## config.mk

```make
export PLATFORM = sky130hd
export DESIGN_NAME = wb_stage
export DESIGN_NICKNAME = d
export VERILOG_FILES = /design/src/rtl/wb_stage.sv
export SDC_FILE = /design/constraint.sdc
export NUM_CORES = 1
export LEC_CHECK = 0
export ABC_AREA = 1
export CAP_MARGIN = 25
export CORE_UTILIZATION = 35
export DETAILED_ROUTE_END_ITERATION = 8
export DONT_BUFFER_PORTS = 1
export GPL_ROUTABILITY_DRIVEN = 0
export GPL_TIMING_DRIVEN = 0
export PLACE_DENSITY = 0.5
export SLEW_MARGIN = 10
export SYNTH_ARGS = -nofsm -noshare
export SYNTH_HDL_FRONTEND = slang
export SYNTH_SLANG_ARGS = --single-unit
```

## constraint.sdc

```tcl
create_clock -name i_clk -period 2.4 [get_ports i_clk]
set_clock_uncertainty 0.15 [all_clocks]
set_input_delay 0.72 -clock i_clk [delete_from_list [all_inputs] [get_ports i_clk]]
set_output_delay 0.72 -clock i_clk [all_outputs]
set_load 0.02 [all_outputs]
```

## src/rtl/wb_stage.sv

```systemverilog
// -----------------------------------------------------------------------------
// wb_stage : writeback stage of the wizardCore 5-stage pipeline.
//
// Retires one instruction per i_valid/o_ready handshake from MEM. ALU results
// are written to the register file in the cycle after accept. Loads wait for
// the data-memory response, which is aligned and sign/zero-extended before the
// write. A load that never gets its response is abandoned after TIMEOUT cycles.
//
// Ports:
//   i_clk, i_reset_n           clock, asynchronous active-low reset
//   i_valid / o_ready          instruction handshake from MEM
//   i_regWrite, i_memToReg     instruction writes rd / instruction is a load
//   i_rd, i_func3, i_addrLo    destination, load type, load byte address [1:0]
//   i_aluResult                ALU result for non-load instructions
//   i_memRspValid/Data         data-memory read response (word aligned)
//   o_wrSig/o_wrReg/o_wrData   register-file write port
//   o_rspErr                   sticky error flag (cleared only by reset)
//   o_retireCnt                count of retired instructions (wraps)
// -----------------------------------------------------------------------------
module wb_stage #(
   parameter int unsigned TIMEOUT = 16,
   parameter int unsigned CNT_W   = 32
) (
   input  logic             i_clk,
   input  logic             i_reset_n,
   input  logic             i_valid,
   output logic             o_ready,
   input  logic             i_regWrite,
   input  logic             i_memToReg,
   input  logic [4:0]       i_rd,
   input  logic [2:0]       i_func3,
   input  logic [1:0]       i_addrLo,
   input  logic [31:0]      i_aluResult,
   input  logic             i_memRspValid,
   input  logic [31:0]      i_memRspData,
   output logic             o_wrSig,
   output logic [4:0]       o_wrReg,
   output logic [31:0]      o_wrData,
   output logic             o_rspErr,
   output logic [CNT_W-1:0] o_retireCnt
);

   typedef enum logic [1:0] {
      IDLE     = 2'd0,
      WAIT_MEM = 2'd1,
      WRITE    = 2'd2
   } state_t;

   // Last wait cycle index; the counter starts at 0 on accept.
   localparam logic [7:0] TMO_LAST = 8'(TIMEOUT - 1);

   // Returns {legal, extended data} for a load of type func3 at byte addr_lo.
   function automatic logic [32:0] align_load(input logic [2:0]  func3,
                                              input logic [1:0]  addr_lo,
                                              input logic [31:0] word);
      logic [7:0]  byte_v;
      logic [15:0] half_v;
      logic [32:0] res_v;
      case (addr_lo)
         2'd0:    byte_v = word[7:0];
         2'd1:    byte_v = word[15:8];
         2'd2:    byte_v = word[23:16];
         default: byte_v = word[31:24];
      endcase
      half_v = addr_lo[1] ? word[31:16] : word[15:0];
      case (func3)
         3'b000:  res_v = {1'b1, {24{byte_v[7]}}, byte_v};
         3'b100:  res_v = {1'b1, 24'd0, byte_v};
         3'b001:  res_v = {~addr_lo[0], {16{half_v[15]}}, half_v};
         3'b101:  res_v = {~addr_lo[0], 16'd0, half_v};
         3'b010:  res_v = {(addr_lo == 2'b00), word};
         default: res_v = {1'b0, 32'd0};
      endcase
      return res_v;
   endfunction

   state_t             state_r,      state_nxt_s;
   logic [7:0]         tmo_cnt_r,    tmo_cnt_nxt_s;
   logic [4:0]         ld_rd_r,      ld_rd_nxt_s;
   logic               ld_we_r,      ld_we_nxt_s;
   logic [2:0]         ld_f3_r,      ld_f3_nxt_s;
   logic [1:0]         ld_alo_r,     ld_alo_nxt_s;
   logic               wr_sig_r,     wr_sig_nxt_s;
   logic [4:0]         wr_reg_r,     wr_reg_nxt_s;
   logic [31:0]        wr_data_r,    wr_data_nxt_s;
   logic               rsp_err_r,    rsp_err_nxt_s;
   logic [CNT_W-1:0]   retire_cnt_r, retire_cnt_nxt_s;
   logic [32:0]        aligned_s;

   assign aligned_s   = align_load(ld_f3_r, ld_alo_r, i_memRspData);
   assign o_ready     = (state_r != WAIT_MEM);
   assign o_wrSig     = wr_sig_r;
   assign o_wrReg     = wr_reg_r;
   assign o_wrData    = wr_data_r;
   assign o_rspErr    = rsp_err_r;
   assign o_retireCnt = retire_cnt_r;

   // Next-state and next-output logic. Outputs are computed for the state
   // being entered so that the registered write port is valid in WRITE.
   always_comb begin
      state_nxt_s      = state_r;
      tmo_cnt_nxt_s    = tmo_cnt_r;
      ld_rd_nxt_s      = ld_rd_r;
      ld_we_nxt_s      = ld_we_r;
      ld_f3_nxt_s      = ld_f3_r;
      ld_alo_nxt_s     = ld_alo_r;
      wr_sig_nxt_s     = 1'b0;
      wr_reg_nxt_s     = wr_reg_r;
      wr_data_nxt_s    = wr_data_r;
      rsp_err_nxt_s    = rsp_err_r;
      retire_cnt_nxt_s = retire_cnt_r;
      case (state_r)
         IDLE, WRITE: begin
            // Any response outside WAIT_MEM is stray.
            if (i_memRspValid) begin
               rsp_err_nxt_s = 1'b1;
            end else begin
               rsp_err_nxt_s = rsp_err_r;
            end
            if (i_valid) begin
               if (i_memToReg) begin
                  ld_rd_nxt_s   = i_rd;
                  ld_we_nxt_s   = i_regWrite;
                  ld_f3_nxt_s   = i_func3;
                  ld_alo_nxt_s  = i_addrLo;
                  tmo_cnt_nxt_s = 8'd0;
                  state_nxt_s   = WAIT_MEM;
               end else begin
                  wr_sig_nxt_s     = i_regWrite && (i_rd != 5'd0);
                  wr_reg_nxt_s     = i_rd;
                  wr_data_nxt_s    = i_aluResult;
                  retire_cnt_nxt_s = retire_cnt_r + CNT_W'(1);
                  state_nxt_s      = WRITE;
               end
            end else begin
               state_nxt_s = IDLE;
            end
         end
         WAIT_MEM: begin
            if (i_memRspValid) begin
               retire_cnt_nxt_s = retire_cnt_r + CNT_W'(1);
               if (aligned_s[32]) begin
                  wr_sig_nxt_s  = ld_we_r && (ld_rd_r != 5'd0);
                  wr_reg_nxt_s  = ld_rd_r;
                  wr_data_nxt_s = aligned_s[31:0];
                  state_nxt_s   = WRITE;
               end else begin
                  // Misaligned or undefined load type: retire without a write.
                  rsp_err_nxt_s = 1'b1;
                  state_nxt_s   = IDLE;
               end
            end else if (tmo_cnt_r == TMO_LAST) begin
               rsp_err_nxt_s    = 1'b1;
               retire_cnt_nxt_s = retire_cnt_r + CNT_W'(1);
               state_nxt_s      = IDLE;
            end else begin
               tmo_cnt_nxt_s = tmo_cnt_r + 8'd1;
            end
         end
         default: begin
            state_nxt_s = IDLE;
         end
      endcase
   end

   // State, captured load fields and registered outputs.
   always_ff @(posedge i_clk or negedge i_reset_n) begin
      if (!i_reset_n) begin
         state_r      <= IDLE;
         tmo_cnt_r    <= 8'd0;
         ld_rd_r      <= 5'd0;
         ld_we_r      <= 1'b0;
         ld_f3_r      <= 3'd0;
         ld_alo_r     <= 2'd0;
         wr_sig_r     <= 1'b0;
         wr_reg_r     <= 5'd0;
         wr_data_r    <= 32'd0;
         rsp_err_r    <= 1'b0;
         retire_cnt_r <= '0;
      end else begin
         state_r      <= state_nxt_s;
         tmo_cnt_r    <= tmo_cnt_nxt_s;
         ld_rd_r      <= ld_rd_nxt_s;
         ld_we_r      <= ld_we_nxt_s;
         ld_f3_r      <= ld_f3_nxt_s;
         ld_alo_r     <= ld_alo_nxt_s;
         wr_sig_r     <= wr_sig_nxt_s;
         wr_reg_r     <= wr_reg_nxt_s;
         wr_data_r    <= wr_data_nxt_s;
         rsp_err_r    <= rsp_err_nxt_s;
         retire_cnt_r <= retire_cnt_nxt_s;
      end
   end

endmodule

```

; ---- After elaboration in Yosys (flattened, before gate mapping)
; Index checks and enable logic that the tools add are counted.
[totals]
regBits = 92
out_inout_bits = 72
word_cells = 87
[classes]
n_addsub = 2
n_eq_ne = 20
mux = 39
n_bitwise = 1
reduce_logical = 14
[ops]
columns = cell, n
row1 = two-way mux 32 bit, 8
row2 = one-hot mux 33 bit (5 select lines), 1
row3 = one-hot mux 32 bit (2 select lines), 2
row4 = "adder 32 x 1 -> 32 bit, second input constant", 1
row5 = two-way mux 8 bit, 4
row6 = one-hot mux 8 bit (3 select lines), 1
row7 = two-way mux 5 bit, 4
row8 = two-way mux 16 bit, 1
row9 = "inequality test 2 bit, second input constant", 8
row10 = one-hot mux 8 bit (2 select lines), 1
row11 = two-way mux 2 bit, 5
row12 = one-hot mux 5 bit (2 select lines), 1
row13 = AND reduction 5 bit, 2
row14 = nonzero test 5 bit, 2
row15 = "adder 8 x 1 -> 8 bit, second input constant", 1
row16 = "== test 8 x 4 -> 1 bit, second input constant", 1
row17 = two-way mux 1 bit, 8
row18 = AND reduction 4 bit, 2
row19 = "== test 3 bit, second input constant", 2
row20 = "inequality test 3 bit, second input constant", 2
row21 = "== test 2 x 1 -> 1 bit, second input constant", 2
row22 = "== test 2 bit, second input constant", 2
row23 = logical NOT 2 bit, 2
row24 = one-hot mux 1 bit (2 select lines), 2
row25 = other kinds (10), 11

; ---- Depth between registers and ports, before layout
; Gate-level depths: netlist of run 1.
[depth]
word_depth = 6
mapped_depth = 11

; ---- Least setup slack after synthesis of run 1
; Ideal clock, no wire load.
[synth_timing]
path_type = flip-flop to output port
from = register state_r[0]
to = output o_ready
t_arrival_ns = 0.951
required_time_ns = 1.530
slack_ns = 0.579
stages_incl_launch_ff = 3
n_path_buf = 1
path_cell_list = dfrtp_1 nand2_2 clkbuf_1
[synth_between]
elab_chain_cells = 1
[synth_rtl]
columns = item, line
row1 = start: declaration, 77  ; state_t state_r, state_nxt_s;
row2 = start signal: assignment, 181  ; state_r <= state_nxt_s;
row3 = inequality test 2 x 1 -> 1 bit, 91  ; assign o_ready = (state_r != WAIT_MEM);
row4 = end: declaration, 27  ; output logic o_ready,
; No other way between the ends.

; ---- Worst setup path in the final report of run 1
; Ends and elaborated chain as after synthesis.

==> results of run 1 <==
[cells by family (layout without fill, tap and decap cells)]
kind of cell             count (synthesis)  after routing  synth area share
AND/OR/NAND/NOR                        597            597             0.394
buffers and inverters                  143            158             0.102
AO/OA/AOI/OAI                          129            129             0.117
flip-flops                              92             92             0.369
XOR/XNOR                                 8              8            0.0112
adder cells (fa/ha/maj)                  2              2           0.00401
multiplexers                             1              1           0.00181
[worst reg2reg max path: stages, from the launching register on]
cell,delay (ns)
sky130_fd_sc_hd__dfrtp_1,0.55
sky130_fd_sc_hd__ha_1,0.27
sky130_fd_sc_hd__inv_1,0.08
sky130_fd_sc_hd__nor2_1,0.23
sky130_fd_sc_hd__inv_1,0.11
sky130_fd_sc_hd__nor2_1,0.26
sky130_fd_sc_hd__nand2_1,0.09
sky130_fd_sc_hd__nand2_1,0.06
sky130_fd_sc_hd__nand2_1,0.05
sky130_fd_sc_hd__nand2_1,0.05
sky130_fd_sc_hd__nand2_1,0.04
[layout make-up]
cell class / instances / area [um2]
inverters: 104 / 390
well taps: 225 / 282
fillers: 1878 / 10500
clock buffers: 11 / 243
plain buffers: 39 / 246
clock inverters: 4 / 73.8
flip-flops and latches: 92 / 2300
multi-input cells: 737 / 3290
[per-layer routing]
metal	share of wire	GRT usage	wire, um	up-vias
met5	0	0	0	-
met4	0.012	0.0537	226	0
met3	0.085	0.0685	1620	15
met2	0.42	0.311	7970	193
met1	0.48	0.304	9180	2653
li1	-	-	-	3034
[power by group through the flow]
stage	combinational (mW)	clock, mW	sequential, mW
after floorplan	0.940	0	2.28
after global placement	1.21	0	2.39
after detailed placement	1.21	0	2.39
after CTS	1.21	1.60	2.36
after global routing	1.37	1.66	2.41
final	1.21	1.54	2.36
[cells in the mapped netlist]
library cell,number,share of area
sky130_fd_sc_hd__nand2_1,354,0.21
sky130_fd_sc_hd__nor2_1,167,0.10
sky130_fd_sc_hd__inv_1,101,0.061
sky130_fd_sc_hd__dfrtp_1,92,0.37
sky130_fd_sc_hd__a21oi_1,62,0.050
sky130_fd_sc_hd__o21ai_0,39,0.031
sky130_fd_sc_hd__nand3_1,30,0.024
sky130_fd_sc_hd__nand3b_1,27,0.033
sky130_fd_sc_hd__a21oi_2,16,0.022
sky130_fd_sc_hd__buf_2,15,0.012
sky130_fd_sc_hd__buf_4,9,0.011
sky130_fd_sc_hd__clkbuf_1,7,0.0042
sky130_fd_sc_hd__a21boi_0,6,0.0072
sky130_fd_sc_hd__buf_6,6,0.011
sky130_fd_sc_hd__nand2_2,5,0.0050
sky130_fd_sc_hd__xnor2_1,4,0.0056
sky130_fd_sc_hd__xor2_1,4,0.0056
sky130_fd_sc_hd__inv_2,3,0.0018
sky130_fd_sc_hd__nor2_4,3,0.0054
sky130_fd_sc_hd__nor3_1,3,0.0024
sky130_fd_sc_hd__ha_1,2,0.0040
sky130_fd_sc_hd__nand2_4,2,0.0036
sky130_fd_sc_hd__nand4_1,2,0.0020
sky130_fd_sc_hd__nor2_2,2,0.0020
sky130_fd_sc_hd__o21ai_1,2,0.0016
sky130_fd_sc_hd__a21o_1,1,0.0012
sky130_fd_sc_hd__a31o_2,1,0.0014
sky130_fd_sc_hd__buf_1,1,0.00060
sky130_fd_sc_hd__clkbuf_2,1,0.00080
sky130_fd_sc_hd__mux2_2,1,0.0018
sky130_fd_sc_hd__nand3_2,1,0.0016
sky130_fd_sc_hd__nor3_2,1,0.0016
sky130_fd_sc_hd__o21bai_1,1,0.0012
sky130_fd_sc_hd__o31ai_1,1,0.0012
[sequential cells by signal (all words and copies together), names as in the netlist]
signal,flops
tmo_cnt_r,8
ld_f3_r,3
o_wrSig,1
o_wrReg,5
ld_rd_r,5
state_r,2
o_wrData,32
o_rspErr,1
o_retireCnt,32
ld_we_r,1
ld_alo_r,2
[final timing paths]
check	from	end	slack, ns	depth (start not counted)
min reg2reg	ld_we_r	ld_we_r	0.34	2
max	state_r[0]	o_ready	0.19	2
max in group asynchronous	i_reset_n	o_wrData[24]	2.05	0
min in group i_clk	ld_we_r	ld_we_r	0.34	2
min	i_reset_n	o_wrData[17]	-0.09	0
max reg2reg	o_retireCnt[1]	o_retireCnt[28]	0.36	10
[stage by stage]
stage	power, mW	setup slack [ns]
after floorplan	3.22	0.579
after global routing	5.44	0.0655
final	5.11	0.192
after global placement	3.60	0.348
after CTS	5.17	0.164
after detailed placement	3.60	0.345
[repair_timing]
action	4_1_cts	5_1_grt
endpoints found under the hold margin	92	92
buffers inserted	0	0
gates resized for setup	1	0
endpoints found under the setup margin	1	0
==> impl_metrics.csv, run 1 <==
group,metric,value,unit
finish,n_antenna_cell,0,
job,drv.max_cap_violation_count,0,
synthesis,synth_nets,1054,
clock_network,cts_buffers,9,
global_routing,grt_start_max_net_pins,93,
sta,final-setup-viol-count,0,
clock_network,htree_num_levels,3,
die,design.core.area,0.0174,mm2
power,irDropWorstVdd,0.000483,V
worst_setup_path,timing.critical_path.buf_inv,1,
sta,finalMaxSlewViolations,0,
placed_design,dp_cells,1197,
clock_network,cts.clk_slew.worst_paths,0.06,ns
sta,fmax,0.453,GHz
global_routing,vias_in_the_first_global_route,5337,
sta,whs,-0.0884,ns
global_routing,wire_length_of_the_first_global_routing_pass,29.9,mm
drt,post_drt_wl_per_cell,15.7,um
drt,dr.pass1.iters,6,
worst_setup_path,cp_top_family,"flip-flops",
die,top_level_ports,152,
drt,vias,5895,
power,switchingPower,1.92,mW
power,gate_power_share,0.237,
synthesis,syn_avg_cell_area,6.41,um2
finish,final_util,0.394,
power,power_switching_share,0.376,
power,p_seq_frac,0.462,
drt,ant_nets,0,
finish,drive_above_1_share,0.0821,
drt,violation_count_after_the_first_detailed_route_iteration,410,
global_routing,grt_antenna_before_repair,0,
synthesis,ys.warnings.count,0,
worst_setup_path,worstPathRequired,1.53,ns
sta,max_slew.worst_pin.slew,0.581,ns
power,power.density,748,mW/mm2
finish,layout.cells.most_common,"sky130_fd_sc_hd__nand2_1",
clock_network,cts_tree,"done",
worst_setup_path,end_kind,"output pin",
die,initial_util,0.359,
global_routing,groute.usage.overall,0.214,
clock_network,numClockSinks,92,
sta,timing.final.hold_violations,92,
worst_setup_path,cpMaxStageDelayCell,"sky130_fd_sc_hd__dfrtp_1",
drt,route.detailed.drc,0,
synthesis,seq_area_frac_synth,0.369,
clock_network,clk_root_buffer_cell,"sky130_fd_sc_hd__clkbuf_16",
worst_setup_path,launching_element_type_of_the_critical_path,"flip-flop",
sta,tns,0,ns
sta,rsz_0062_raised_after_global_routing,"false",
worst_setup_path,critical_path_arrival,1.34,ns
finish,layout_stage_area_growth_over_the_synthesis_result,9.62,%
worst_setup_path,timing_worst_setup_path_type,"reg2out",
finish,layoutNonFillerInstCount,1212,
finish,mostFrequentLayoutCells,"sky130_fd_sc_hd__nand2_1 (354), sky130_fd_sc_hd__nor2_1 (167), sky130_fd_sc_hd__inv_1 (101)",
synthesis,mappedNetlistArea,0.00623,mm2
sta,maxSlewHeadroom,0.612,
die,die_area,0.0183,mm2
drt,route.detailed.vias_per_inst,4.86,
clock_network,clk_latency,0.35,ns
finish,layout.nets,1065,
drt,route.final.wire_length,19.0,mm
placed_design,placedInstanceArea,0.00651,mm2
die,die_width,135,um
die,num_rows,48,
worst_setup_path,path_cells,"nand2_2 > clkbuf_2",
placed_design,io_buffer_count,0,
run_status,violations,"hold timing",
power,clock_power_share,0.302,
clock_network,clockBufferDepth,2,
placed_design,place_hpwl,14.6,mm
power,internal_power,3.19,mW
run_status,status,"finished with violations",
die,die_height,135,um
sta,final_critical_delay_including_setup_and_external_delays,2.21,ns
synthesis,synthCells,972,
worst_setup_path,crit_fanout,10,
sta,fin_crit_sh,0.920,
power,p_leak,3.36,nW
synthesis,yosys_register_bits,92,
worst_hold_path,min-delay-path-class,"in2async",
worst_setup_path,timing.critical_path.slowest_cell_delay,0.45,ns
synthesis,yosysUniqueCellTypes,34,
global_routing,globalRouteOverflowTotal,0,
finish,design_area_final,0.00683,mm2
Power figures use the tool's default switching activity.
==> inputs of run 2 (changes only) <==
--- a/config.mk
+++ b/config.mk
@@ -6,13 +6,12 @@
 export NUM_CORES = 1
 export LEC_CHECK = 0
 export ABC_AREA = 1
-export CAP_MARGIN = 25
+export CAP_MARGIN = 20
 export CORE_UTILIZATION = 35
 export DETAILED_ROUTE_END_ITERATION = 8
 export DONT_BUFFER_PORTS = 1
 export GPL_ROUTABILITY_DRIVEN = 0
 export GPL_TIMING_DRIVEN = 0
-export PLACE_DENSITY = 0.5
 export SLEW_MARGIN = 10
 export SYNTH_ARGS = -nofsm -noshare
 export SYNTH_HDL_FRONTEND = slang
==> run 2 against run 1 <==
  * The flow still finishes with violations (hold timing)
  * Largest power group unchanged
  * Power fell by 1.5%
  * Die area did not move
  * Via count rose by 0.54%
  * Worst hold slack improved by 0.0043 ns
  * Critical path type unchanged
  * Worst setup slack improved by 0.021 ns
  * Register-to-register slack got worse by 0.03 ns
  * Cell area fell by 0.26%
  * Clock-buffer cell count fell by 1
  * Sequential power barely moved
==> impl_metrics.csv, run 2 (synthesized netlist as in run 1, its figures left out) <==
group,metric,value,unit
run_status,status,"finished with violations",
run_status,violations,"hold timing",
worst_setup_path,reg2reg_setup_slack,0.33,ns
clock_network,cts.clk_slew.worst_paths,0.07,ns
drt,post_drt_wl_per_cell,15.5,um
clock_network,cts_tree,"done",
power,gate_power_share,0.240,
clock_network,clk_root_buffer_cell,"sky130_fd_sc_hd__clkbuf_16",
finish,layout.cells.most_common,"sky130_fd_sc_hd__nand2_1",
sta,timing.final.hold_violations,92,
job,drv.max_cap_violation_count,0,
placed_design,placedInstanceArea,0.00651,mm2
worst_setup_path,timing.reg2reg.worst_path_depth,10,
worst_setup_path,cpMaxStageDelayCell,"sky130_fd_sc_hd__dfrtp_1",
clock_network,cts_buffers,9,
sta,rsz_0062_raised_after_global_routing,"false",
clock_network,clk_latency,0.34,ns
clock_network,clockBufferDepth,2,
worst_hold_path,min-delay-path-class,"in2async",
drt,violation_count_after_the_first_detailed_route_iteration,386,
die,initial_util,0.359,
drt,vias,5927,
drt,route.detailed.drc,0,
worst_setup_path,rr_startpoint,"o_retireCnt[1]",
drt,ant_nets,0,
die,design.core.area,0.0174,mm2
worst_setup_path,path_cells,"nand2_2 > clkbuf_2",
worst_setup_path,critical_path_arrival,1.32,ns
finish,layout.nets,1065,
finish,regArea,0.00230,mm2
clock_network,htree_num_levels,3,
drt,route.final.wire_length,18.8,mm
die,die_height,135,um
placed_design,io_buffer_count,0,
finish,nFillCells,1856,
worst_setup_path,worstPathRequired,1.53,ns
sta,max_slew.worst_pin.slew,0.579,ns
finish,multi_input_area,0.00329,mm2
global_routing,vias_in_the_first_global_route,5582,
sta,finalMaxSlewViolations,0,
power,p_seq_frac,0.468,
worst_setup_path,crit_fanout,10,
placed_design,place_hpwl,14.3,mm
clock_network,postCtsSetupRepairBufs,0,
placed_design,dpl_worst_slack,0.367,ns
die,top_level_ports,152,
global_routing,wire_length_of_the_first_global_routing_pass,29.8,mm
power,internal_power,3.09,mW
finish,mostFrequentLayoutCells,"sky130_fd_sc_hd__nand2_1 (354), sky130_fd_sc_hd__nor2_1 (167), sky130_fd_sc_hd__inv_1 (101)",
clock_network,numClockSinks,92,
sta,final_critical_delay_including_setup_and_external_delays,2.19,ns
power,power.density,739,mW/mm2
power,p_leak,3.35,nW
die,num_rows,48,
finish,layout_stage_area_growth_over_the_synthesis_result,9.34,%
sta,fin_crit_sh,0.911,
global_routing,globalRouteOverflowTotal,0,
power,irDropWorstVdd,0.000445,V
sta,whs,-0.0840,ns
power,switchingPower,1.95,mW
die,die_area,0.0183,mm2
worst_setup_path,timing.critical_path.slowest_cell_delay,0.45,ns
worst_setup_path,timing_worst_setup_path_type,"reg2out",
sta,final-setup-viol-count,0,
drt,dr.pass1.iters,5,
finish,n_antenna_cell,0,
sta,maxSlewHeadroom,0.614,
worst_setup_path,launching_element_type_of_the_critical_path,"flip-flop",
worst_setup_path,end_kind,"output pin",
global_routing,grt_antenna_before_repair,0,
sta,layout_setup_ws,0.213,ns
sta,fmax,0.457,GHz
global_routing,groute.usage.overall,0.211,
sta,tns,0,ns
power,clock_power_share,0.293,
worst_setup_path,cp-startpoint,"state_r[0]",
drt,route.detailed.vias_per_inst,4.89,
power,power_switching_share,0.386,
finish,drive_above_1_share,0.0831,
die,die_width,135,um
global_routing,grt_start_max_net_pins,93,
finish,design_area_final,0.00681,mm2
## run 2: changes by cell type in the layout (fill, tap and decap cells not counted), sizes merged
cell,change
inv,+2
bufinv,-1
clkbuf,-1
clkinv,-1
clkinvlp,+1
## run 2: worst paths after layout
check | end
worst min register to register | ld_we_r
worst min-delay path | o_wrData[15]
min in group i_clk | ld_we_r
worst max register to register | o_retireCnt[28]
max in group asynchronous | ld_f3_r[2]
worst max-delay path | o_ready
## run 2: through the flow
stage / utilization / hold slack (ns) / total power [mW] / std cells
final: 0.393 / -0.0840 / 5.04 / 1212
after global routing: 0.393 / -0.100 / 5.37 / 1212
after CTS: 0.393 / -0.0990 / 5.09 / 1212
after detailed placement: 0.375 / 0.277 / 3.58 / 1197
after global placement: 0.375 / 0.276 / 3.57 / 1197
after floorplan: - / 0.274 / 3.22 / 972
## run 2: repair_timing
| action | 4_1_cts | 5_1_grt |
|---|---|---|
| hold endpoints to repair | 92 | 92 |
| gates resized for setup | 1 | 0 |
| setup endpoints to repair | 1 | 0 |
## run 2: power groups by stage
stage	combinational [mW]	sequential, mW	clock, mW
2_1_floorplan	0.940	2.28	0
3_3_place_gp	1.19	2.38	0
3_5_place_dp	1.20	2.38	0
4_1_cts	1.21	2.36	1.53
5_1_grt	1.39	2.40	1.58
6_report	1.21	2.36	1.48
## run 2: cell type report
| class | count | share of cell area |
|---|---|---|
| buffer | 39 | 0.0362 |
| sequential | 92 | 0.338 |
| clock buffer | 10 | 0.0351 |
| tap | 225 | 0.0413 |
| multi-input combinational | 737 | 0.483 |
| clock inverter | 5 | 0.00881 |
| inverter | 104 | 0.0573 |
## run 2: metal layers
| layer | global-route usage | up-vias | part of all wire |
|---|---|---|---|
| met5 | 0 | - | 0 |
| met4 | 0.0674 | 0 | 0.016 |
| met3 | 0.0707 | 20 | 0.090 |
| met2 | 0.323 | 197 | 0.44 |
| met1 | 0.277 | 2690 | 0.46 |
| li1 | - | 3020 | - |
## run 2: worst max-delay path: cells and delay by family, from the launching register on
| family | cells | cell delay [ns] |
|---|---|---|
| flip-flops | 1 | 0.45 |
| buffers and inverters | 1 | 0.33 |
| AND/OR/NAND/NOR | 1 | 0.20 |
